$ cat src/rtl/sbox_subbytes_seq_pkg.sv
// Shared types for the byte-serial SubBytes sequencer and its round controller.
package sbox_subbytes_seq_pkg;

   typedef enum logic [1:0] {
      IDLE = 2'd0,
      RUN  = 2'd1,
      DONE = 2'd2
   } state_t;

   localparam logic MODE_ENC = 1'b0;
   localparam logic MODE_DEC = 1'b1;

endpackage

$ cat src/rtl/sbox.sv
// Combinational AES S-box: forward (ctrl=MODE_ENC) or inverse (ctrl=MODE_DEC),
// built from the GF(2^8) multiplicative inverse and the affine transform.
module sbox
   import sbox_subbytes_seq_pkg::*;
(
   input  logic [7:0] a,
   input  logic       ctrl,
   output logic [7:0] y
);

   function automatic logic [7:0] rotl(input logic [7:0] x, input int n);
      return 8'((x << n) | (x >> (8 - n)));
   endfunction

   function automatic logic [7:0] gf_mul(input logic [7:0] x, input logic [7:0] z);
      logic [7:0] p;
      logic [7:0] s;
      p = '0;
      s = x;
      for (int i = 0; i < 8; i++) begin
         if (z[i]) p = p ^ s;
         s = {s[6:0], 1'b0} ^ (s[7] ? 8'h1b : 8'h00);
      end
      return p;
   endfunction

   // x^254 is the field inverse and conveniently maps 0 to 0.
   function automatic logic [7:0] gf_inv(input logic [7:0] x);
      logic [7:0] r;
      logic [7:0] sq;
      r  = 8'h01;
      sq = x;
      for (int i = 0; i < 7; i++) begin
         sq = gf_mul(sq, sq);
         r  = gf_mul(r, sq);
      end
      return r;
   endfunction

   logic [7:0] fwd_inv;
   logic [7:0] fwd_y;
   logic [7:0] inv_pre;
   logic [7:0] inv_y;

   assign fwd_inv = gf_inv(a);
   assign fwd_y   = fwd_inv ^ rotl(fwd_inv, 1) ^ rotl(fwd_inv, 2) ^ rotl(fwd_inv, 3)
                    ^ rotl(fwd_inv, 4) ^ 8'h63;
   assign inv_pre = rotl(a, 1) ^ rotl(a, 3) ^ rotl(a, 6) ^ 8'h05;
   assign inv_y   = gf_inv(inv_pre);
   assign y       = (ctrl == MODE_DEC) ? inv_y : fwd_y;

endmodule

$ cat src/rtl/sbox_subbytes_seq.sv
// Byte-serial SubBytes/InvSubBytes sequencer: accepts a state, streams each byte
// through one shared sbox, and returns the reassembled state.
module sbox_subbytes_seq
   import sbox_subbytes_seq_pkg::*;
#(
   parameter int NBYTES = 16,
   parameter int PIPE   = 1
) (
   input  logic                  clk,
   input  logic                  rst_n,
   input  logic                  in_valid,
   output logic                  in_ready,
   input  logic [8*NBYTES-1:0]   in_state,
   input  logic                  in_mode,
   output logic                  out_valid,
   input  logic                  out_ready,
   output logic [8*NBYTES-1:0]   out_state,
   output logic                  out_mode,
   output logic                  busy
);

   localparam int             CW   = $clog2(NBYTES + 1);
   localparam logic [CW-1:0]  LAST = CW'(NBYTES - 1 + PIPE);

   state_t                state_q, state_d;
   logic [CW-1:0]         cnt_q;
   logic [CW-1:0]         wr_idx;
   logic                  wr_en;
   logic                  mode_q;
   logic [8*NBYTES-1:0]   work_q;
   logic [8*NBYTES-1:0]   result_q, result_d;
   logic [7:0]            cur_byte, sbox_a, sbox_y;
   logic                  accept;

   assign accept    = in_valid && in_ready;
   assign out_state = result_q;
   assign out_mode  = mode_q;

   // NOTE: state registers use non-blocking assignment so every flop samples
   // pre-edge values regardless of process ordering.
   always_ff @(posedge clk or negedge rst_n) begin
      if (!rst_n) state_q <= IDLE;
      else        state_q <= state_d;
   end

   // NOTE: every output of this block gets a default first so no path infers a latch.
   always_comb begin
      state_d   = state_q;
      in_ready  = 1'b0;
      out_valid = 1'b0;
      busy      = 1'b1;
      case (state_q)
         IDLE: begin
            in_ready = 1'b1;
            busy     = 1'b0;
            if (in_valid) state_d = RUN;
         end
         RUN:  if (cnt_q == LAST) state_d = DONE;
         DONE: begin
            out_valid = 1'b1;
            if (out_ready) state_d = IDLE;
         end
         default: state_d = IDLE;
      endcase
   end

   always_comb begin
      cur_byte = '0;
      for (int i = 0; i < NBYTES; i++)
         if (cnt_q == CW'(i)) cur_byte = work_q[8*i +: 8];
   end

   always_comb begin
      result_d = result_q;
      for (int i = 0; i < NBYTES; i++)
         if (wr_en && (wr_idx == CW'(i))) result_d[8*i +: 8] = sbox_y;
   end

   if (PIPE != 0) begin : g_pipe
      logic [7:0] a_q;
      always_ff @(posedge clk or negedge rst_n) begin
         if (!rst_n)              a_q <= '0;
         else if (state_q == RUN) a_q <= cur_byte;
      end
      assign sbox_a = a_q;
      assign wr_en  = (state_q == RUN) && (cnt_q != '0);
      assign wr_idx = cnt_q - CW'(1);
   end else begin : g_comb
      assign sbox_a = cur_byte;
      assign wr_en  = (state_q == RUN);
      assign wr_idx = cnt_q;
   end

   // NOTE: the block-wide data registers are reset too, so a reset leaves
   // out_state and out_mode at zero rather than at a stale block.
   always_ff @(posedge clk or negedge rst_n) begin
      if (!rst_n) begin
         cnt_q    <= '0;
         mode_q   <= MODE_ENC;
         work_q   <= '0;
         result_q <= '0;
      end else begin
         if (accept) begin
            work_q <= in_state;
            mode_q <= in_mode;
            cnt_q  <= '0;
         end else if ((state_q == RUN) && (cnt_q != LAST)) begin
            cnt_q  <= cnt_q + CW'(1);
         end
         result_q <= result_d;
      end
   end

   sbox u_sbox (
      .a    (sbox_a),
      .ctrl (mode_q),
      .y    (sbox_y)
   );

endmodule

$ cat config.mk
export PLATFORM = sky130hd
export DESIGN_NAME = sbox_subbytes_seq
export DESIGN_NICKNAME = d
export VERILOG_FILES = /design/src/rtl/sbox_subbytes_seq_pkg.sv /design/src/rtl/sbox.sv /design/src/rtl/sbox_subbytes_seq.sv
export SDC_FILE = /design/constraint.sdc
export NUM_CORES = 2
export LEC_CHECK = 0
export BUFFER_PORTS_ARGS = -buffer_cell sky130_fd_sc_hd__buf_4
export CELL_PAD_IN_SITES_DETAIL_PLACEMENT = 2
export CELL_PAD_IN_SITES_GLOBAL_PLACEMENT = 2
export CORE_MARGIN = 3
export CORE_UTILIZATION = 35
export DETAILED_ROUTE_END_ITERATION = 8
export PLACE_DENSITY = 0.82
export REMOVE_ABC_BUFFERS = 1
export SLEW_MARGIN = 40
export SYNTH_ARGS = -nofsm -noshare
export SYNTH_HDL_FRONTEND = slang
export SYNTH_SLANG_ARGS = --single-unit
$ cat constraint.sdc
create_clock -name clk -period 15.05 [get_ports clk]
set_clock_uncertainty 0.2 [all_clocks]
set_input_delay 0.7525 -clock clk [delete_from_list [all_inputs] [get_ports clk]]
set_output_delay 0.7525 -clock clk [all_outputs]
set_load 0.1 [all_outputs]
==> flow_summary.json <==
{
  "status": "complete, but fails checks",
  "violations": "max-capacitance violations, max-slew violations, negative setup slack",
  "clk_pin_slew_ns": 0.07,
  "synth_seq_cells": 272,
  "num_vias": 51000,
  "synth_compound_area_share_pct": 16.1,
  "via_per_inst": 7.00,
  "synth.distinct_cells": 105,
  "yosys_warnings": 0,
  "fp.dieW_um": 349,
  "syn_area_per_cell_sq_um": 7.93,
  "firstDrtPassIters": 8,
  "fin_crit_ns": 19.68,
  "gr-usage-all-layers_pct": 35.9,
  "final_core_util_pct": 46.1,
  "routed_wl_um": 299000,
  "critPathRequiredTime_ns": 15.26,
  "die_area_sq_mm": 0.121,
  "netlist.area_leader.share_pct": 16.6,
  "drv_slew": 9,
  "grt_overflow_total": 0,
  "cp_slowest_stage_delay_ns": 1.37,
  "finalHoldViolCount": 0,
  "hpwl_um": 136000,
  "core.rowCount": 125,
  "cts_buffers": 37,
  "synth_seq_area_share_pct": 16.6,
  "synth_area_leaders": "dfrtp_1 (17%), xnor2_1 (16%), xnor3_1 (8.8%), nand2_1 (7.7%), nor2_1 (6.3%)",
  "grt_max_degree": 111,
  "finalNetCount": 5876,
  "hold_path.class": "input port to flip-flop",
  "drt_first_iter_violations": 6696,
  "worstSetupEndpointType": "flip-flop",
  "path_common_cell": "xnor2_1",
  "setup_slack_ns": -4.63,
  "syn_inst": 5177,
  "crit_arrival_ns": 19.89,
  "async_flop_share_pct": 100,
  "syn2layout_area_growth_pct": 30.7,
  "stdcell_area_sq_mm": 0.0537,
  "synth_fa_ha_area_share_pct": 0.609,
  "synth_xor_area_share_pct": 36.7,
  "fin_setup_tns_ns": -512.81,
  "timing.fmax_mhz": 50.8,
  "core_area_sq_mm": 0.116,
  "syn-cell-area_sq_mm": 0.0411,
  "crit_type": "flip-flop to flip-flop",
  "clock-sinks": 272,
  "cts_root_buf": "clkbuf_16",
  "crit_fanout": 16,
  "crit_path_start_kind": "flip-flop",
  "seq_area_sq_mm": 0.00681,
  "clockBufferDepth": 3,
  "nFillCells": 12500,
  "place_congestion": 0.908,
  "cp_slowest_cell": "o32ai_1",
  "place_area_sq_mm": 0.0462,
  "grt_pass1_vias": 49400,
  "synth_top_family_by_area": "XOR/XNOR gates",
  "tightest_slew_ns": 1.69,
  "yosys.area_share.simple_pct": 20.7,
  "synthFlopType": "dfrtp_1",
  "post_drt_wl_per_cell_um": 40.9,
  "slew-limit-headroom_pct": -13.6,
  "synth_top_area_cell": "dfrtp_1",
  "cts_max_level": 2,
  "drc": 0,
  "multi_input_area_sq_mm": 0.0363,
  "synthMuxAreaShare_pct": 4.95,
  "io_pins": 265,
  "cts_tree": "built",
  "numPortBuffers": 264,
  "dp_slack_ns": -1.06,
  "die_y_um": 349,
  "final_layout_size_suffix_gt1_share_pct": 29.0,
  "setup_viol": 128,
  "ant_nets": 0,
  "finalCritPeriodShare_pct": 131,
  "initial_utilization_pct": 35.3,
  "clock_latency_ns": 0.66,
  "grt_pass1_wl_um": 337000,
  "synth_edf_count": 0,
  "antenna_found_initial": 35,
  "cap_violations": 4
}
-- layer usage --
layer	global-route usage, %	part of all wire (%)
met2	60.9	45
met3	6.86	11
met4	20.5	11
met5	0	0.043
met1	42.5	33
-- path summary, 6_finish.rpt --
check                         startpoint        endpoint  slack, ns  cells after the start
hold reg to reg               work_q[42]      work_q[42]       0.28                      2
max in group asynchronous          rst_n      work_q[24]      12.70                      4
min in group asynchronous          rst_n  out_state[111]       0.41                      2
setup / recovery           g_pipe.a_q[6]   out_state[78]      -4.63                     53
hold / removal             in_state[108]     work_q[108]       0.09                      3
setup reg to reg           g_pipe.a_q[6]   out_state[78]      -4.63                     53
-- Yosys cell counts (all sizes together), types with 11 or more instances --
cell type    n
o221ai      11
xor2       236
clkbuf     232
xnor2      844
and2        35
buf        126
o21ai      209
a221oi      28
and3        26
nand4       23
a21oi      238
mux2        73
a31oi       67
dfrtp      272
ha          20
a211o       12
or3         22
nor3       108
nand2b      41
inv         42
a211oi      72
o211ai      45
o22ai       57
mux2i      115
a22oi       45
nor2b       36
nor2       692
o31ai       56
nand3      119
o311ai      13
a32oi       15
nand2      849
xnor3      170
or4         11
xor3        27
-- kinds of logic after synthesis --
group                      Yosys count
adders and majority gates           20
muxes                              189
buffers and inverters              410
xor gates and xnor gates          1277
AOI/OAI and AO/OA                 1005
DFF                                272
and+or+nand+nor                   2004
-- final cells by class --
cell class / instances / area share (%)
multi-input combinational: 4497 / 67.6
inverter: 52 / 0.382
clock buffer: 50 / 1.91
timing repair buffer: 863 / 13.3
antenna: 18 / 0.0839
tap: 1524 / 3.55
sequential: 272 / 12.7
clock inverter: 17 / 0.457
-- sequential cells by signal, summed over array words and instances (netlist names) --
| signal | count |
|---|---|
| state_q | 2 |
| out_mode | 1 |
| out_state | 128 |
| g_pipe.a_q | 8 |
| cnt_q | 5 |
| work_q | 128 |
-- critical path: cells and delay by family, from the launching register on --
family,cells,cell delay (ns)
fa+ha+maj,1,0.36
flops,1,0.49
mux,1,0.34
compound gates,8,3.98
xor+xnor,27,10.25
buf+inv,9,1.82
simple gates,7,1.83
-- stage by stage --
stage          instances  hold WS [ns]
2_1_floorplan       4819         0.240
3_3_place_gp        6928         0.251
3_5_place_dp        6930         0.262
4_1_cts             7092        0.0417
5_1_grt             7277         0.107
6_report            7293        0.0939
-- placed cells by master, fill, tap and decap left out, drive strengths merged, types with 41 or more instances in the layout --
cell type / synthesis / final
a21oi: 238 / 238
xor2: 236 / 236
dfrtp: 272 / 272
nor2: 692 / 692
mux2i: 115 / 115
nor3: 108 / 108
clkbuf: 232 / 56
mux2: 73 / 73
o211ai: 45 / 45
o21ai: 209 / 209
xnor3: 170 / 170
a22oi: 45 / 45
xnor2: 844 / 845
a211oi: 72 / 72
o31ai: 56 / 56
nand3: 119 / 119
nand2: 849 / 850
o22ai: 57 / 57
inv: 42 / 47
a31oi: 67 / 67
nand2b: 41 / 41
buf: 126 / 856
-- what timing repair did --
item,4_1_cts,5_1_grt
setup endpoints to repair,128,128
hold endpoints to repair,0,38
resized for setup,190,459
pin swaps,65,159
cloned,1,6
hold buffers,0,1
setup buffers,94,173
Power is not shown: default switching activity piles up to over one toggle a cycle in this logic, so the estimate is an artifact.
